===== src/rtl/iscb_pkg.sv =====
// Shared constants and helpers for the ISCB stochastic-computing units.
// Holds the largest supported shuffle-buffer depth and the reset pattern
// that preloads a buffer with the stream value 0.5.
package iscb_pkg;

    localparam int unsigned DEPTH_MAX = 16;

    // Bit i is ~i[0], giving 1,0,1,0,... from index 0 upward.
    function automatic logic [DEPTH_MAX-1:0] buf_reset_pattern();
        logic [DEPTH_MAX-1:0] pat;
        pat = '0;
        for (int unsigned i = 0; i < DEPTH_MAX; i++) begin
            pat[i] = ~i[0];
        end
        return pat;
    endfunction

endpackage


===== src/rtl/iscbsqrt_param_cordiv.sv =====
// cordiv_param: correlated stochastic divider core.
// The quotient bit passes the input bit straight through when the divisor
// bit is 1. Otherwise it replays a randomly chosen past quotient bit from the
// shuffle buffer. The buffer only records new quotient bits when the divisor
// bit is 1.
module cordiv_param
    import iscb_pkg::*;
#(
    parameter  int unsigned DEPTH = 4,
    localparam int unsigned IDXW  = $clog2(DEPTH)
) (
    input  logic            clk,
    input  logic            rst_n,
    input  logic            clr,
    input  logic            en,
    input  logic            d,
    input  logic            in,
    input  logic [IDXW-1:0] rand_idx,
    output logic            q
);

    localparam logic [DEPTH_MAX-1:0] RST_FULL = buf_reset_pattern();
    localparam logic [DEPTH-1:0]     RST_PAT  = RST_FULL[DEPTH-1:0];

    logic [DEPTH-1:0] sbuf;

    // Quotient selection: pass the input through, or replay a buffered bit.
    always_comb begin
        q = d ? in : sbuf[rand_idx];
    end

    // Shuffle buffer: shift in the new quotient bit only when the divisor bit is 1.
    always_ff @(posedge clk or negedge rst_n) begin
        if (!rst_n) begin
            sbuf <= RST_PAT;
        end else if (clr) begin
            sbuf <= RST_PAT;
        end else if (en && d) begin
            sbuf <= {sbuf[DEPTH-2:0], q};
        end
    end

endmodule


===== src/rtl/iscbsqrt_param.sv =====
// iscbsqrt_param: stochastic square root, out ~= sqrt(in), latency 1 cycle.
// The divider's quotient is fed back as its own divisor, so in steady state
// q = in / q, which gives q = sqrt(in).
// Optional macro ISCBSQRT_JK_EN: uses a JK flip-flop (J=1, K=q) as the divisor
// instead of the plain feedback register, so the divisor cannot lock at 0.
module iscbsqrt_param
    import iscb_pkg::*;
#(
    parameter  int unsigned DEPTH = 4,
    localparam int unsigned IDXW  = $clog2(DEPTH)
) (
    input  logic            clk,
    input  logic            rst_n,
    input  logic            clr,
    input  logic            en,
    input  logic            in,
    input  logic [IDXW-1:0] rand_idx,
    output logic            out,
    output logic            out_valid
);

    localparam logic [IDXW:0] CNT_MAX = DEPTH[IDXW:0];

    logic          d;
    logic          q;
    logic [IDXW:0] count;

    cordiv_param #(.DEPTH(DEPTH)) u_div (
        .clk      (clk),
        .rst_n    (rst_n),
        .clr      (clr),
        .en       (en),
        .d        (d),
        .in       (in),
        .rand_idx (rand_idx),
        .q        (q)
    );

`ifdef ISCBSQRT_JK_EN
    logic jk;

    // JK divisor: toggles when q=1, sets when q=0.
    always_ff @(posedge clk or negedge rst_n) begin
        if (!rst_n) begin
            jk <= 1'b1;
        end else if (clr) begin
            jk <= 1'b1;
        end else if (en) begin
            jk <= ~jk | ~q;
        end
    end

    assign d = jk;
`else
    logic fb;

    // Plain feedback: the divisor is the previous quotient bit.
    always_ff @(posedge clk or negedge rst_n) begin
        if (!rst_n) begin
            fb <= 1'b1;
        end else if (clr) begin
            fb <= 1'b1;
        end else if (en) begin
            fb <= q;
        end
    end

    assign d = fb;
`endif

    // Warm-up counter: counts consumed bits, saturating at DEPTH.
    always_ff @(posedge clk or negedge rst_n) begin
        if (!rst_n) begin
            count <= '0;
        end else if (clr) begin
            count <= '0;
        end else if (en && (count != CNT_MAX)) begin
            count <= count + 1'b1;
        end
    end

    // Output register: the quotient bit, one cycle after its input bit.
    always_ff @(posedge clk or negedge rst_n) begin
        if (!rst_n) begin
            out <= 1'b0;
        end else if (clr) begin
            out <= 1'b0;
        end else if (en) begin
            out <= q;
        end
    end

    assign out_valid = (count == CNT_MAX);

endmodule


===== config.mk =====
export PLATFORM = sky130hd
export DESIGN_NAME = iscbsqrt_param
export DESIGN_NICKNAME = d
export VERILOG_FILES = /design/src/rtl/iscb_pkg.sv /design/src/rtl/iscbsqrt_param_cordiv.sv /design/src/rtl/iscbsqrt_param.sv
export SDC_FILE = /design/constraint.sdc
export NUM_CORES = 1
export LEC_CHECK = 0
export ABC_CLOCK_PERIOD_IN_PS = 3200
export CORE_AREA = 2 2 39 41
export CTS_BUF_LIST = sky130_fd_sc_hd__clkbuf_8
export CTS_CLUSTER_SIZE = 40
export DETAILED_ROUTE_END_ITERATION = 8
export DIE_AREA = 0 0 41 43
export PLACE_DENSITY = 0.66
export SYNTH_ARGS = -nofsm -noshare
export SYNTH_HDL_FRONTEND = slang
export SYNTH_SLANG_ARGS = --single-unit
export TNS_END_PERCENT = 50

===== constraint.sdc =====
create_clock -name clk -period 3.2 [get_ports clk]
set_clock_uncertainty 0.1 [all_clocks]
set_input_delay 0.96 -clock clk [delete_from_list [all_inputs] [get_ports clk]]
set_output_delay 0.96 -clock clk [all_outputs]
set_load 0.02 [all_outputs]

==> results of run 1 <==
through the flow:
step           area, sq um  utilization  hold slack [ps]  power, mW  worst slack (ps)
6_report               633        0.458              376      0.317               518
5_1_grt                633        0.458              427      0.337               444
4_1_cts                633        0.458              384      0.321               503
3_5_place_dp           587        0.424              374      0.186               760
3_3_place_gp           587        0.424              364      0.185               773
2_1_floorplan          500            -              397      0.168              1290
power groups by stage:
stage          logic (mW)  clock network [mW]  registers (mW)
2_1_floorplan      0.0349                   0           0.133
3_3_place_gp       0.0494                   0           0.136
3_5_place_dp       0.0500                   0           0.136
4_1_cts            0.0502               0.137           0.135
5_1_grt            0.0551               0.145           0.136
6_report           0.0492               0.133           0.134
worst paths after layout:
check	endpoint	cells past startpoint	start	slack (ps)
min in group asynchronous	count[0]	1	rst_n	920
max in group asynchronous	d	1	rst_n	1750
max	out_valid	4	count[0]	520
max reg2reg	count[1]	5	count[0]	1870
min	out	2	out	380
min reg2reg	out	2	out	380
kinds of logic (layout without fill, tap and decap cells):
kind of cell    count (synthesis)  after routing  share of synthesized area
fa+ha+maj                       2              2                     0.0500
compound gates                 10             10                      0.175
xor+xnor                        1              1                     0.0175
mux                             3              3                     0.0725
simple gates                   16             16                      0.177
flops                           9              9                      0.458
buf+inv                         6             15                     0.0500
sequential cells by signal (all words and copies together) (netlist names):
register    flops
count           3
d               1
out             1
u_div.sbuf      4
layout make-up:
cell class,instances,share of cell area
clock buffer,3,0.0652
clock inverter,1,0.00791
tap,16,0.0316
timing repair buffer,8,0.126
sequential,9,0.362
multi-input combinational,32,0.389
inverter,3,0.0178
metal layers:
metal	routed length (um)	track usage	vias up	part of all wire
met5	0	0	-	0
li1	-	-	181	-
met2	390	0.191	10	0.46
met3	37	0.0471	4	0.043
met4	25	0.0800	0	0.029
met1	397	0.139	167	0.47
placed cells by master (no fill, tap or decap), types with 2 or more instances in the layout:
cell type        netlist  final
a211o_1                2      2
a21oi_1                4      4
and3_1                 2      2
clkbuf_8               0      3
clkdlybuf4s50_1        0      8
dfrtp_1                6      6
dfstp_2                3      3
ha_1                   2      2
inv_1                  3      3
nand2_1                4      4
nand3_1                2      2
nor2_1                 3      3
worst min-delay path, stage by stage, from the launching register on:
cell and delay (ps):
dfrtp_1 340, nand2_1 50, o31ai_1 50
==> impl_metrics.yaml, run 1 <==
yosys:
  synth_area_sq_um: 500
  synthArstFlopShare: 1.00
  synth_top_area_frac: 0.300
  syn-num-nets: 56
  yosysUniqueCellTypes: 25
  syn_area_per_cell_sq_um: 10.6
  synthTopCellsByArea: "dfrtp_1, dfstp_2, o311ai_4"
  synth_warnings: 0
  yosysTopAreaCell: "dfrtp_1"
  synth_common_cells: "dfrtp_1, a21oi_1, nand2_1"
  ys_ff_latch: 9
  yosysMostFrequentCell: "dfrtp_1"
  ys_seq_area_frac: 0.458
  synth_edf_count: 0
  synth_flop_cell: "dfrtp_1"
  syn_inst: 47
clocking:
  clock_latency_ps: 230
  clk_pin_slew_ps: 50
  ctsResizeCount: 0
  cts_tree: "built"
  postCtsSetupRepairBufs: 0
  htreeDepth: 1
  cts_root_buf: "clkbuf_8"
  cts_buffers: 3
  ctsHoldBuffers: 0
  cts.path.max_buffers: 2
  cts.sinks: 9
critical_path:
  cp_cell_sequence: "inv_1 -> ha_1 -> and2_1 -> clkdlybuf4s50_1"
  max_stage_delay_ps: 590
  required_ps: 2140
  start_kind: "register"
  critical_path_class: "register to output port"
  cp-end-kind: "output port"
  crit_buf_inv: 2
  crit_fanout: 3
  critPathTopFamily: "buffers and inverters"
  crit_arrival_ps: 1620
  cp_slowest_cell: "clkdlybuf4s50_1"
floorplanning:
  initial_core_util: 0.362
  io_pins: 9
  coreArea_sq_um: 1380
  die-area_sq_um: 1760
  rows: 14
  die_height_um: 43
  die_x_um: 41
sta:
  setup_viol: 0
  worstMarginPinSlew_ps: 410
  maxSlewViolCount: 0
  max_clock_freq_mhz: 373
  min_period_ps: 2680
  grt_setup_unrepaired: "no"
  hold_violations: 0
  setup_tns_ps: 0
  maxSlewHeadroom: 0.726
  finalCritPeriodShare: 0.838
final_layout:
  fin_cells: 72
  diodes: 0
  drive_gt1_frac: 0.214
  finalNetCount: 66
  multi_input_area_sq_um: 246
  fillers: 132
  regArea_sq_um: 229
  area_delta_synth_final_pct: 26.5
route:
  drtPass1Iterations: 4
  drc: 0
  routedWlPerCell_um: 11.8
  vias: 362
  postRouteAntennaNets: 0
  routed_wl_um: 851
  vias_per_cell: 5.03
  drtIter0Drc: 8
pwr:
  power_leakage_nw: 0.283
  p_comb_frac: 0.155
  switching_share: 0.251
  p_sw_mw: 0.0797
  ir_drop_v: 0.000245
  p_per_area_nw_per_um2: 501
  seqPwrFrac: 0.424
  p_int_mw: 0.237
  pwr-share-clk: 0.421
hold_path:
  hold_class: "register to register"
global_route:
  overflow: 0
  grt_usage: 0.126
  grt_start_max_net_pins: 12
  grt_pass1_wl_mm: 1.44
  grt_pass1_vias: 344
  antenna_found_initial: 0
placement:
  dp.cells: 68
  dp_hpwl_um: 633
  port_buffers: 8
  gp_congestion: 0.686
job:
  maxCapViolations: 0
outcome:
  status: "completed"
Power figures use the tool's default switching activity.
==> inputs of run 2 (changes only) <==
--- a/config.mk
+++ b/config.mk
@@ -5,7 +5,7 @@
 export SDC_FILE = /design/constraint.sdc
 export NUM_CORES = 1
 export LEC_CHECK = 0
-export ABC_CLOCK_PERIOD_IN_PS = 3200
+export ABC_CLOCK_PERIOD_IN_PS = 2500
 export CORE_AREA = 2 2 39 41
 export CTS_BUF_LIST = sky130_fd_sc_hd__clkbuf_8
 export CTS_CLUSTER_SIZE = 40
==> constraint.sdc (replaced) <==
create_clock -name clk -period 2.5 [get_ports clk]
set_clock_uncertainty 0.1 [all_clocks]
set_input_delay 0.75 -clock clk [delete_from_list [all_inputs] [get_ports clk]]
set_output_delay 0.75 -clock clk [all_outputs]
set_load 0.02 [all_outputs]
==> impl_metrics.yaml, run 2 (same netlist as run 1, synthesis figures left out) <==
critical_path:
  reg2regPathDepth: 5
  crit_arrival_ps: 1230
  cp-end-kind: "output port"
  required_ps: 1650
  crit_fanout: 3
  start_kind: "register"
  critical_path_class: "register to output port"
floorplanning:
  io_pins: 9
  die_x_um: 41
  rows: 14
  die_height_um: 43
  initial_core_util: 0.362
  die-area_sq_um: 1760
  coreArea_sq_um: 1380
clocking:
  postCtsSetupRepairBufs: 0
  clk_pin_slew_ps: 50
  clock_latency_ps: 230
  cts.sinks: 9
  cts_tree: "built"
  ctsHoldBuffers: 0
  cts_root_buf: "clkbuf_8"
  cts.path.max_buffers: 2
  cts_buffers: 3
  htreeDepth: 1
hold_path:
  min_path_cells: 2
  hold_class: "register to register"
sta:
  finalCritPeriodShare: 0.832
  maxSlewViolCount: 0
  hold_violations: 0
  setup_tns_ps: 0
  setup_viol: 0
  worstMarginPinSlew_ps: 437
  whs_ps: 377
  grt_setup_unrepaired: "no"
  max_clock_freq_mhz: 481
  min_period_ps: 2080
  maxSlewHeadroom: 0.708
pwr:
  p_sw_mw: 0.102
  p_comb_frac: 0.158
  power_leakage_nw: 0.306
  fin_total_pwr_mw: 0.407
  p_int_mw: 0.304
  seqPwrFrac: 0.423
  p_per_area_nw_per_um2: 632
  ir_drop_v: 0.000301
  switching_share: 0.251
  pwr-share-clk: 0.419
route:
  drtPass1Iterations: 2
  vias: 364
  drc: 0
  routed_wl_um: 887
  drtIter0Drc: 2
  vias_per_cell: 4.99
  routedWlPerCell_um: 12.2
  postRouteAntennaNets: 0
final_layout:
  fillers: 134
  diodes: 0
  area_delta_synth_final_pct: 28.5
  drive_gt1_frac: 0.228
  layout_commonest_cell: "clkdlybuf4s50_1"
  multi_input_area_sq_um: 246
  reg_top3: "u_div.sbuf: 4 flops, count: 3 flops"
  fin_util: 0.465
  finalNetCount: 67
  regMostFlops: "u_div.sbuf"
  final_cell_mix: "clkdlybuf4s50_1, dfrtp_1, a21oi_1, nand2_1"
  largest_reg_flops: 4
  regArea_sq_um: 229
outcome:
  status: "completed"
global_route:
  grt_pass1_wl_mm: 1.48
  overflow: 0
  grt_pass1_vias: 364
  antenna_found_initial: 0
  grt_usage: 0.130
  grt_start_max_net_pins: 11
placement:
  gp_congestion: 0.710
  port_buffers: 8
job:
  maxCapViolations: 0
run 2: changes by cell type in the layout (fill, tap and decap cells not counted), sizes merged:
cell           delta
dlymetal6s2s      +1
buf               +1
clkdlybuf4s50     -1
run 2: worst max-delay path, stage by stage (launching register included):
cell and delay [ps]:
dfrtp_1 370, inv_1 50, ha_1 220, and2_1 150, dlymetal6s2s_1 200
run 2: final cells by class:
type,instances,share of cell area
Multi-Input combinational cell,32,0.383
Sequential cell,9,0.356
Inverter,3,0.0175
Tap cell,16,0.0311
Clock inverter,1,0.00778
Timing Repair Buffer,9,0.140
Clock buffer,3,0.0642
run 2: timing repair:
action	4_1_cts	5_1_grt
endpoints found under the setup margin	0	1
resized for setup	0	1
endpoints found under the hold margin	0	0
run 2: per-layer routing:
metal  track usage  vias up  routed length, um
met5             0        -                  0
met4        0.0800        0                 12
li1              -      182                  -
met1         0.145      172                418
met2         0.200        8                415
met3        0.0471        2                 41
run 2: stage by stage:
stage	std cells	setup WS (ps)	area, sq um
after floorplan	47	798	500
after global routing	73	342	643
after global placement	69	307	594
final	73	419	643
after CTS	73	40.5	641
after detailed placement	69	299	594
run 2: path summary, 6_finish.rpt:
path                            startpoint   endpoint  slack [ps]
worst min register to register         out        out         380
worst min-delay path                   out        out         380
worst max-delay path              count[0]  out_valid         420
min in group asynchronous            rst_n   count[2]         730
max in group asynchronous            rst_n          d        1240
worst max register to register    count[0]   count[1]        1170
run 2: power by group through the flow:
stage	clock, mW	combinational, mW	sequential, mW
6_report	0.170	0.0644	0.172
5_1_grt	0.189	0.0721	0.174
4_1_cts	0.178	0.0651	0.172
3_5_place_dp	0	0.0648	0.174
3_3_place_gp	0	0.0641	0.174
2_1_floorplan	0	0.0447	0.170
